## config.mk

```make
export PLATFORM = sky130hd
export DESIGN_NAME = axil_master_bridge
export DESIGN_NICKNAME = d
export VERILOG_FILES = /design/src/rtl/axil_pkg.sv /design/src/rtl/axil_master_bridge.sv
export SDC_FILE = /design/constraint.sdc
export NUM_CORES = 1
export LEC_CHECK = 0
export ABC_AREA = 1
export BUFFER_PORTS_ARGS = -buffer_cell sky130_fd_sc_hd__buf_2
export CAP_MARGIN = 15
export CORE_ASPECT_RATIO = 0.5
export CORE_UTILIZATION = 49
export DETAILED_ROUTE_END_ITERATION = 16
export GPL_ROUTABILITY_DRIVEN = 1
export PLACE_DENSITY = 0.86
export SLEW_MARGIN = 20
export SYNTH_ARGS = -nofsm -noshare
export SYNTH_HDL_FRONTEND = slang
export SYNTH_SLANG_ARGS = --single-unit
```

## constraint.sdc

```tcl
create_clock -name clk -period 2.7 [get_ports clk]
set_input_delay 0.405 -clock clk [delete_from_list [all_inputs] [get_ports clk]]
set_output_delay 0.405 -clock clk [all_outputs]
set_load 0.01 [all_outputs]
```

## src/rtl/axil_pkg.sv

```systemverilog
// Shared encodings for the AXI-Lite master bridge: FSM states, AXI response
// codes and the default protection attribute.
package axil_pkg;

  localparam logic [2:0] ST_IDLE  = 3'd0;
  localparam logic [2:0] ST_WRITE = 3'd1;
  localparam logic [2:0] ST_READ  = 3'd2;
  localparam logic [2:0] ST_RESP  = 3'd3;
  localparam logic [2:0] ST_DRAIN = 3'd4;

  localparam logic [1:0] RESP_OKAY   = 2'b00;
  localparam logic [1:0] RESP_EXOKAY = 2'b01;
  localparam logic [1:0] RESP_SLVERR = 2'b10;
  localparam logic [1:0] RESP_DECERR = 2'b11;

  localparam logic [2:0] PROT_DEFAULT = 3'b000;

  // Error responses are exactly the two codes with the MSB set.
  function automatic logic resp_is_err(input logic [1:0] resp);
    return (resp == RESP_SLVERR) || (resp == RESP_DECERR);
  endfunction

endpackage

```

## src/rtl/axil_master_bridge.sv

```systemverilog
// Single-outstanding AXI-Lite initiator: converts a core request/response port
// into AXI-Lite transactions, reports slave errors and forces an error
// response when a slave fails to answer within TIMEOUT_CYCLES.
//
// state    | meaning
// ---------+-----------------------------------------------------------
// IDLE     | ready for a core request
// WRITE    | AW/W in flight, waiting for B once both have handshaken
// READ     | AR in flight, waiting for R
// RESP     | one-cycle resp_valid pulse for a completed transaction
// DRAIN    | timed out; absorbing the late AXI completion silently
module axil_master_bridge
  import axil_pkg::*;
#(
  parameter int DATA_WIDTH     = 32,
  parameter int ADDR_WIDTH     = 32,
  parameter int STRB_WIDTH     = DATA_WIDTH / 8,
  parameter int TIMEOUT_CYCLES = 1024
) (
  input  logic                  clk,
  input  logic                  rst,

  input  logic                  req_valid,
  output logic                  req_ready,
  input  logic                  req_we,
  input  logic [ADDR_WIDTH-1:0] req_addr,
  input  logic [DATA_WIDTH-1:0] req_wdata,
  input  logic [STRB_WIDTH-1:0] req_wstrb,

  output logic                  resp_valid,
  output logic [DATA_WIDTH-1:0] resp_rdata,
  output logic                  resp_err,
  output logic                  resp_timeout,

  output logic [ADDR_WIDTH-1:0] m_axil_awaddr,
  output logic [2:0]            m_axil_awprot,
  output logic                  m_axil_awvalid,
  input  logic                  m_axil_awready,
  output logic [DATA_WIDTH-1:0] m_axil_wdata,
  output logic [STRB_WIDTH-1:0] m_axil_wstrb,
  output logic                  m_axil_wvalid,
  input  logic                  m_axil_wready,
  input  logic [1:0]            m_axil_bresp,
  input  logic                  m_axil_bvalid,
  output logic                  m_axil_bready,
  output logic [ADDR_WIDTH-1:0] m_axil_araddr,
  output logic [2:0]            m_axil_arprot,
  output logic                  m_axil_arvalid,
  input  logic                  m_axil_arready,
  input  logic [DATA_WIDTH-1:0] m_axil_rdata,
  input  logic [1:0]            m_axil_rresp,
  input  logic                  m_axil_rvalid,
  output logic                  m_axil_rready
);

  // The counter reads 0 on the first WRITE/READ cycle. Expiring when it
  // reaches TIMEOUT_CYCLES-2 places the error pulse exactly TIMEOUT_CYCLES
  // cycles after acceptance, since the pulse is registered one cycle later.
  localparam int              TMO_W    = (TIMEOUT_CYCLES < 2) ? 1 : $clog2(TIMEOUT_CYCLES + 1);
  localparam logic [TMO_W-1:0] TMO_LAST = TMO_W'((TIMEOUT_CYCLES >= 2) ? TIMEOUT_CYCLES - 2 : 0);
  localparam logic            TMO_EN   = (TIMEOUT_CYCLES != 0);

  logic [2:0]            state, state_n;
  logic [ADDR_WIDTH-1:0] addr_q;
  logic [DATA_WIDTH-1:0] wdata_q;
  logic [STRB_WIDTH-1:0] wstrb_q;
  logic                  is_write;
  logic                  awvalid_q, wvalid_q, arvalid_q;
  logic                  req_ready_q;
  logic [TMO_W-1:0]      tmo_cnt;

  logic                  accept, b_done, r_done, tmo_hit;
  logic                  fin_ok, fin_err, fin_tmo;

  assign accept  = req_valid && req_ready_q;
  // A B beat only counts once AW and W have both left the bus.
  assign b_done  = m_axil_bvalid && m_axil_bready && !awvalid_q && !wvalid_q;
  assign r_done  = m_axil_rvalid && m_axil_rready;
  assign tmo_hit = TMO_EN && (tmo_cnt >= TMO_LAST);

  assign req_ready      = req_ready_q;
  assign m_axil_awaddr  = addr_q;
  assign m_axil_awprot  = PROT_DEFAULT;
  assign m_axil_awvalid = awvalid_q;
  assign m_axil_wdata   = wdata_q;
  assign m_axil_wstrb   = wstrb_q;
  assign m_axil_wvalid  = wvalid_q;
  assign m_axil_bready  = (state == ST_WRITE) || ((state == ST_DRAIN) && is_write);
  assign m_axil_araddr  = addr_q;
  assign m_axil_arprot  = PROT_DEFAULT;
  assign m_axil_arvalid = arvalid_q;
  assign m_axil_rready  = (state == ST_READ) || ((state == ST_DRAIN) && !is_write);

  // Next-state decode; completion takes priority over timeout expiry.
  always_comb begin
    state_n = state;
    fin_ok  = 1'b0;
    fin_err = 1'b0;
    fin_tmo = 1'b0;
    case (state)
      ST_IDLE:  if (accept) state_n = req_we ? ST_WRITE : ST_READ;
      ST_WRITE: begin
        if (b_done) begin
          state_n = ST_RESP;
          fin_ok  = 1'b1;
          fin_err = resp_is_err(m_axil_bresp);
        end else if (tmo_hit) begin
          state_n = ST_DRAIN;
          fin_tmo = 1'b1;
        end
      end
      ST_READ: begin
        if (r_done) begin
          state_n = ST_RESP;
          fin_ok  = 1'b1;
          fin_err = resp_is_err(m_axil_rresp);
        end else if (tmo_hit) begin
          state_n = ST_DRAIN;
          fin_tmo = 1'b1;
        end
      end
      ST_RESP:  state_n = ST_IDLE;
      ST_DRAIN: if (is_write ? b_done : r_done) state_n = ST_IDLE;
      default:  state_n = ST_IDLE;
    endcase
  end

  // State register; req_ready is registered so it is low throughout reset.
  always_ff @(posedge clk) begin
    if (rst) begin
      state       <= ST_IDLE;
      req_ready_q <= 1'b0;
    end else begin
      state       <= state_n;
      req_ready_q <= (state_n == ST_IDLE);
    end
  end

  // Request capture and per-channel valids, each dropped after its own handshake.
  always_ff @(posedge clk) begin
    if (rst) begin
      addr_q    <= '0;
      wdata_q   <= '0;
      wstrb_q   <= '0;
      is_write  <= 1'b0;
      awvalid_q <= 1'b0;
      wvalid_q  <= 1'b0;
      arvalid_q <= 1'b0;
    end else if (accept) begin
      addr_q    <= req_addr;
      wdata_q   <= req_wdata;
      wstrb_q   <= req_wstrb;
      is_write  <= req_we;
      awvalid_q <= req_we;
      wvalid_q  <= req_we;
      arvalid_q <= !req_we;
    end else begin
      if (m_axil_awready) awvalid_q <= 1'b0;
      if (m_axil_wready)  wvalid_q  <= 1'b0;
      if (m_axil_arready) arvalid_q <= 1'b0;
    end
  end

  // Saturating timeout counter, cleared on acceptance, running in WRITE/READ.
  always_ff @(posedge clk) begin
    if (rst) begin
      tmo_cnt <= '0;
    end else if (accept) begin
      tmo_cnt <= '0;
    end else if (((state == ST_WRITE) || (state == ST_READ)) && (tmo_cnt != '1)) begin
      tmo_cnt <= tmo_cnt + 1'b1;
    end
  end

  // Response pulse; data/error flags hold until the next pulse.
  always_ff @(posedge clk) begin
    if (rst) begin
      resp_valid   <= 1'b0;
      resp_rdata   <= '0;
      resp_err     <= 1'b0;
      resp_timeout <= 1'b0;
    end else begin
      resp_valid <= fin_ok || fin_tmo;
      if (fin_ok) begin
        resp_err     <= fin_err;
        resp_timeout <= 1'b0;
        resp_rdata   <= (!is_write && !fin_err) ? m_axil_rdata : '0;
      end else if (fin_tmo) begin
        resp_err     <= 1'b1;
        resp_timeout <= 1'b1;
        resp_rdata   <= '0;
      end
    end
  end

endmodule

```

Word level (Yosys, flattened, before mapping)
Index checks and enable logic that the tools add are counted.
Storage, ports and cells
  register bits after elaboration: 122
  output and inout bits: 147
  word-level logic and storage cells: 81
Operators by class
  add/sub/neg operators: 1
  $lt $le $gt $ge: 1
  eq/ne operators: 8
  multiplexer cells: 29
  reductions and logical operators: 28
Operators with widths (count)
  $mux 32: 3
  $mux 1: 16
  $mux 3: 5
  $pmux 3 s4: 1
  $add 11x1->11 const B: 1
  $ge 11x10->1 const B: 1
  $ne 11x11->1 const B: 1
  $logic_and 1x1->1: 9
  $eq 2x2->1 const B: 4
  $reduce_bool 2->1: 4
  $logic_not 3->1: 2
  $logic_or 1x1->1: 6
  $pmux 1 s2: 3
  $logic_not 1->1: 5
  $reduce_or 2->1: 2
  $eq 3x1->1 const B: 1
  $eq 3x2->1 const B: 1
  $eq 3x3->1 const B: 1
  $mux 2: 1

Longest topological paths before layout
  depth in word-level cells: 12
  gate-level depth with buffers: 10

Least setup slack after synthesis
Ideal clock, no wire load.
  kind: reg-to-reg
  start: register tmo_cnt[0]
  end: register tmo_cnt[1]
  arrival: 1350 ps
  data required time: 2580 ps
  slack: 1231 ps
  stages on the path, launching flop included: 9
  period minus slack after synthesis: 1469 ps
  cell sequence: dfxtp_1 -> ha_1 -> inv_1 -> nor2_1 -> nand4_1 -> nand2_1 -> clkinv_1 -> o21ai_0 -> a21oi_1
Between the ends
  longest elaborated chain between the ends: 2
  elaborated cells on any way between the ends: 3
RTL lines
  start: declaration: line axil_master_bridge.sv:70  | logic [TMO_W-1:0] tmo_cnt;
  start signal: assignment: line axil_master_bridge.sv:171  | tmo_cnt <= tmo_cnt + 1'b1;
  branches (longest 2 deep; another with $add 11x1->11)
Parallel ways; which one is timed is not known.
A chain may end at the register's enable or synchronous reset.

Worst setup path in the final report
Ends and elaborated chain as after synthesis.

==> out/results.tsv <==
metric	value	unit
status	completed	
wl_per_cell	13.0	um
fin_crit_sh	78.9	%
ys_ff_latch	122	
slowest_delay	390	ps
synth_top_family_by_area	simple AND/OR/NAND/NOR gates	
rsz0062_at_grt	no	
ant_nets	0	
antenna_found_initial	2	
synth_xor_area_share	1.06	%
arrival	2410	ps
overflow	0	
synth_cell_types	28	
final_util	67.5	%
drive_above_1_share	34.3	%
num_vias	4999	
drt_pass1_iterations	6	
synth_mux_area_share	0	%
syn_avg_cell_area	7.66	um2
place_congestion	0.866	
synth_fa_ha_area_share	0.503	%
path_class	flop to flop	
layout.nets	969	
cts_buffers	17	
setup_violations	0	
ios	260	
dieArea	10600	um2
worstPathCellList	ha_1 -> inv_1 -> nor2_1 -> nand4_1 -> nand2_1 -> clkinv_1 -> o21ai_0 -> a21oi_1	
yosys.area_share.simple	24.8	%
cp-end-kind	flop	
power-per-cell-area	934	nW/um2
synth-seq-area-share	49.1	%
grt_pass1_vias	4466	
p_leak	3.19	nW
cts_resized	0	
route.detailed.drc	0	
period_needed	2130	ps
clkTransAtPathRegs	50	ps
max_freq	469	MHz
vias_per_cell	5.01	
wirelength	12.9	mm
cts_max_path_buffers	2	
die_y	73.3	um
clkLatencyLatePin	400	ps
drv_slew	0	
place_hpwl	9.01	mm
cts-root-buf	clkbuf_16	
synth_compound_area_share	12.9	%
path_delay_family	simple AND/OR/NAND/NOR gates	
worstPathRequired	2980	ps
worst_pin_slew	725	ps
final_cells	998	
core	9670	um2
grt_pass1_wl	19.8	mm
slew_headroom	51.6	%
crit_buf_inv	2	
fin_setup_tns	0	ps
dp.cells	970	
skew	7.08	ps
portBuffers	251	
cts-hold-fix-buffers	0	
maxCapViolCount	0	
cpMaxStageDelayCell	dfxtp_1	
htree_levels	4	
yosys_warnings	0	
synth_area	4980	um2
die_width	145	um
hp-class	primary input to flop	
total_power	6.09	mW
grt_max_degree	70	
area_growth	31.0	%
cts_tree	built	
syn_inst	650	
std_cell_rows	25	
critPathMaxFanout	12	
drt_iter0_drc	346	
final_hold_viol_count	0	
start_util	51.5	%
vdd_drop_max	0.000536	V
startpoint_type	flop	
grt_usage	23.8	%
clkSinkCount	122	
cts_setup_buffers	0	
[worst paths after layout]
path	start	to	slack, ps	cells past startpoint
worst max register to register	tmo_cnt[0]	tmo_cnt[1]	570	8
worst min-delay path	m_axil_wready	m_axil_wvalid	200	2
worst min register to register	resp_timeout	resp_timeout	450	2
worst max-delay path	tmo_cnt[0]	tmo_cnt[1]	570	8
[metal layers]
layer	vias up	track usage, %	share of wire (%)
li1	2489	-	-
met1	2270	25.2	41
met2	200	44.2	50
met3	38	6.13	5.7
met4	2	12.6	2.9
met5	-	0	0.085
[stage by stage]
step	worst slack (ps)	hold slack [ps]	area (um2)
floorplan	1230	469	5000
global route	416	189	6520
CTS	614	181	6520
detailed placement	630	437	6000
finish	570	198	6520
global placement	715	434	6000
[placed cells by master, fill, tap and decap left out, drive strengths merged, types with 2 or more instances in the layout]
cell	count
buf	258
nor2	161
dfxtp	122
o21ai	77
nand3	73
a21oi	46
nand2	44
inv	23
clkbuf	23
conb	6
nor3	5
nand4	5
clkinv	5
xnor2	3
xor2	3
o31ai	2
ha	2
[where the power goes]
group / internal, mW / switching [mW] / leakage (nW)
registers: 2.13 / 0.196 / 0.995
logic: 0.642 / 1.07 / 1.93
clock network: 1.31 / 0.736 / 0.260
[synthesized netlist by cell type]
cell type	count	area (um2)
nor2_4	2	22.5
xnor2_1	3	26.3
a21oi_1	46	230
nor3_1	5	25.0
clkinv_1	2	7.51
inv_1	19	71.3
buf_1	1	3.75
dfxtp_1	122	2440
xor2_1	3	26.3
nor2_2	2	12.5
nor2_1	157	589
nand2_1	43	161
nand2_2	1	6.26
nand3_2	3	30.0
o31ai_1	2	15.0
clkbuf_1	27	101
o22ai_1	1	6.26
buf_4	40	300
a31oi_1	1	6.26
o21ai_0	77	385
nor3b_1	1	7.51
conb_1	1	3.75
buf_6	4	45.0
inv_2	4	15.0
nand3_1	70	350
ha_1	2	25.0
buf_2	6	30.0
nand4_1	5	31.3
[kinds of logic (layout without fill, tap and decap cells)]
group | Yosys count | in the layout
AND/OR/NAND/NOR | 289 | 289
AO/OA/AOI/OAI | 127 | 127
flip-flops | 122 | 122
buffers and inverters | 103 | 310
XOR/XNOR | 6 | 6
adder cells (fa/ha/maj) | 2 | 2
other | 1 | 7
[worst reg2reg max path, cell delays in order, from the launching register on]
cell and delay [ps]:
dfxtp_1 390, ha_1 170, inv_1 70, nor2_1 290, nand4_1 140, nand2_1 330
clkinv_1 330, o21ai_0 240, a21oi_1 50
[cell type report]
type | instances | area, um2
fillers | 789 | 3140
flip-flops and latches | 122 | 2440
multi-input cells | 430 | 1980
repair buffers | 258 | 1310
clock buffers | 23 | 478
well taps | 135 | 169
inverters | 25 | 93.8
clock inverters | 4 | 45.0
diodes | 1 | 2.50
[state kept, by name, indices dropped and copies added (netlist names)]
register,count
m_axil_awvalid,1
resp_err,1
m_axil_wvalid,1
resp_rdata,32
m_axil_arvalid,1
m_axil_wstrb,4
tmo_cnt,11
is_write,1
resp_valid,1
m_axil_araddr,32
state,3
req_ready,1
resp_timeout,1
m_axil_wdata,32
Power figures use the tool's default switching activity.
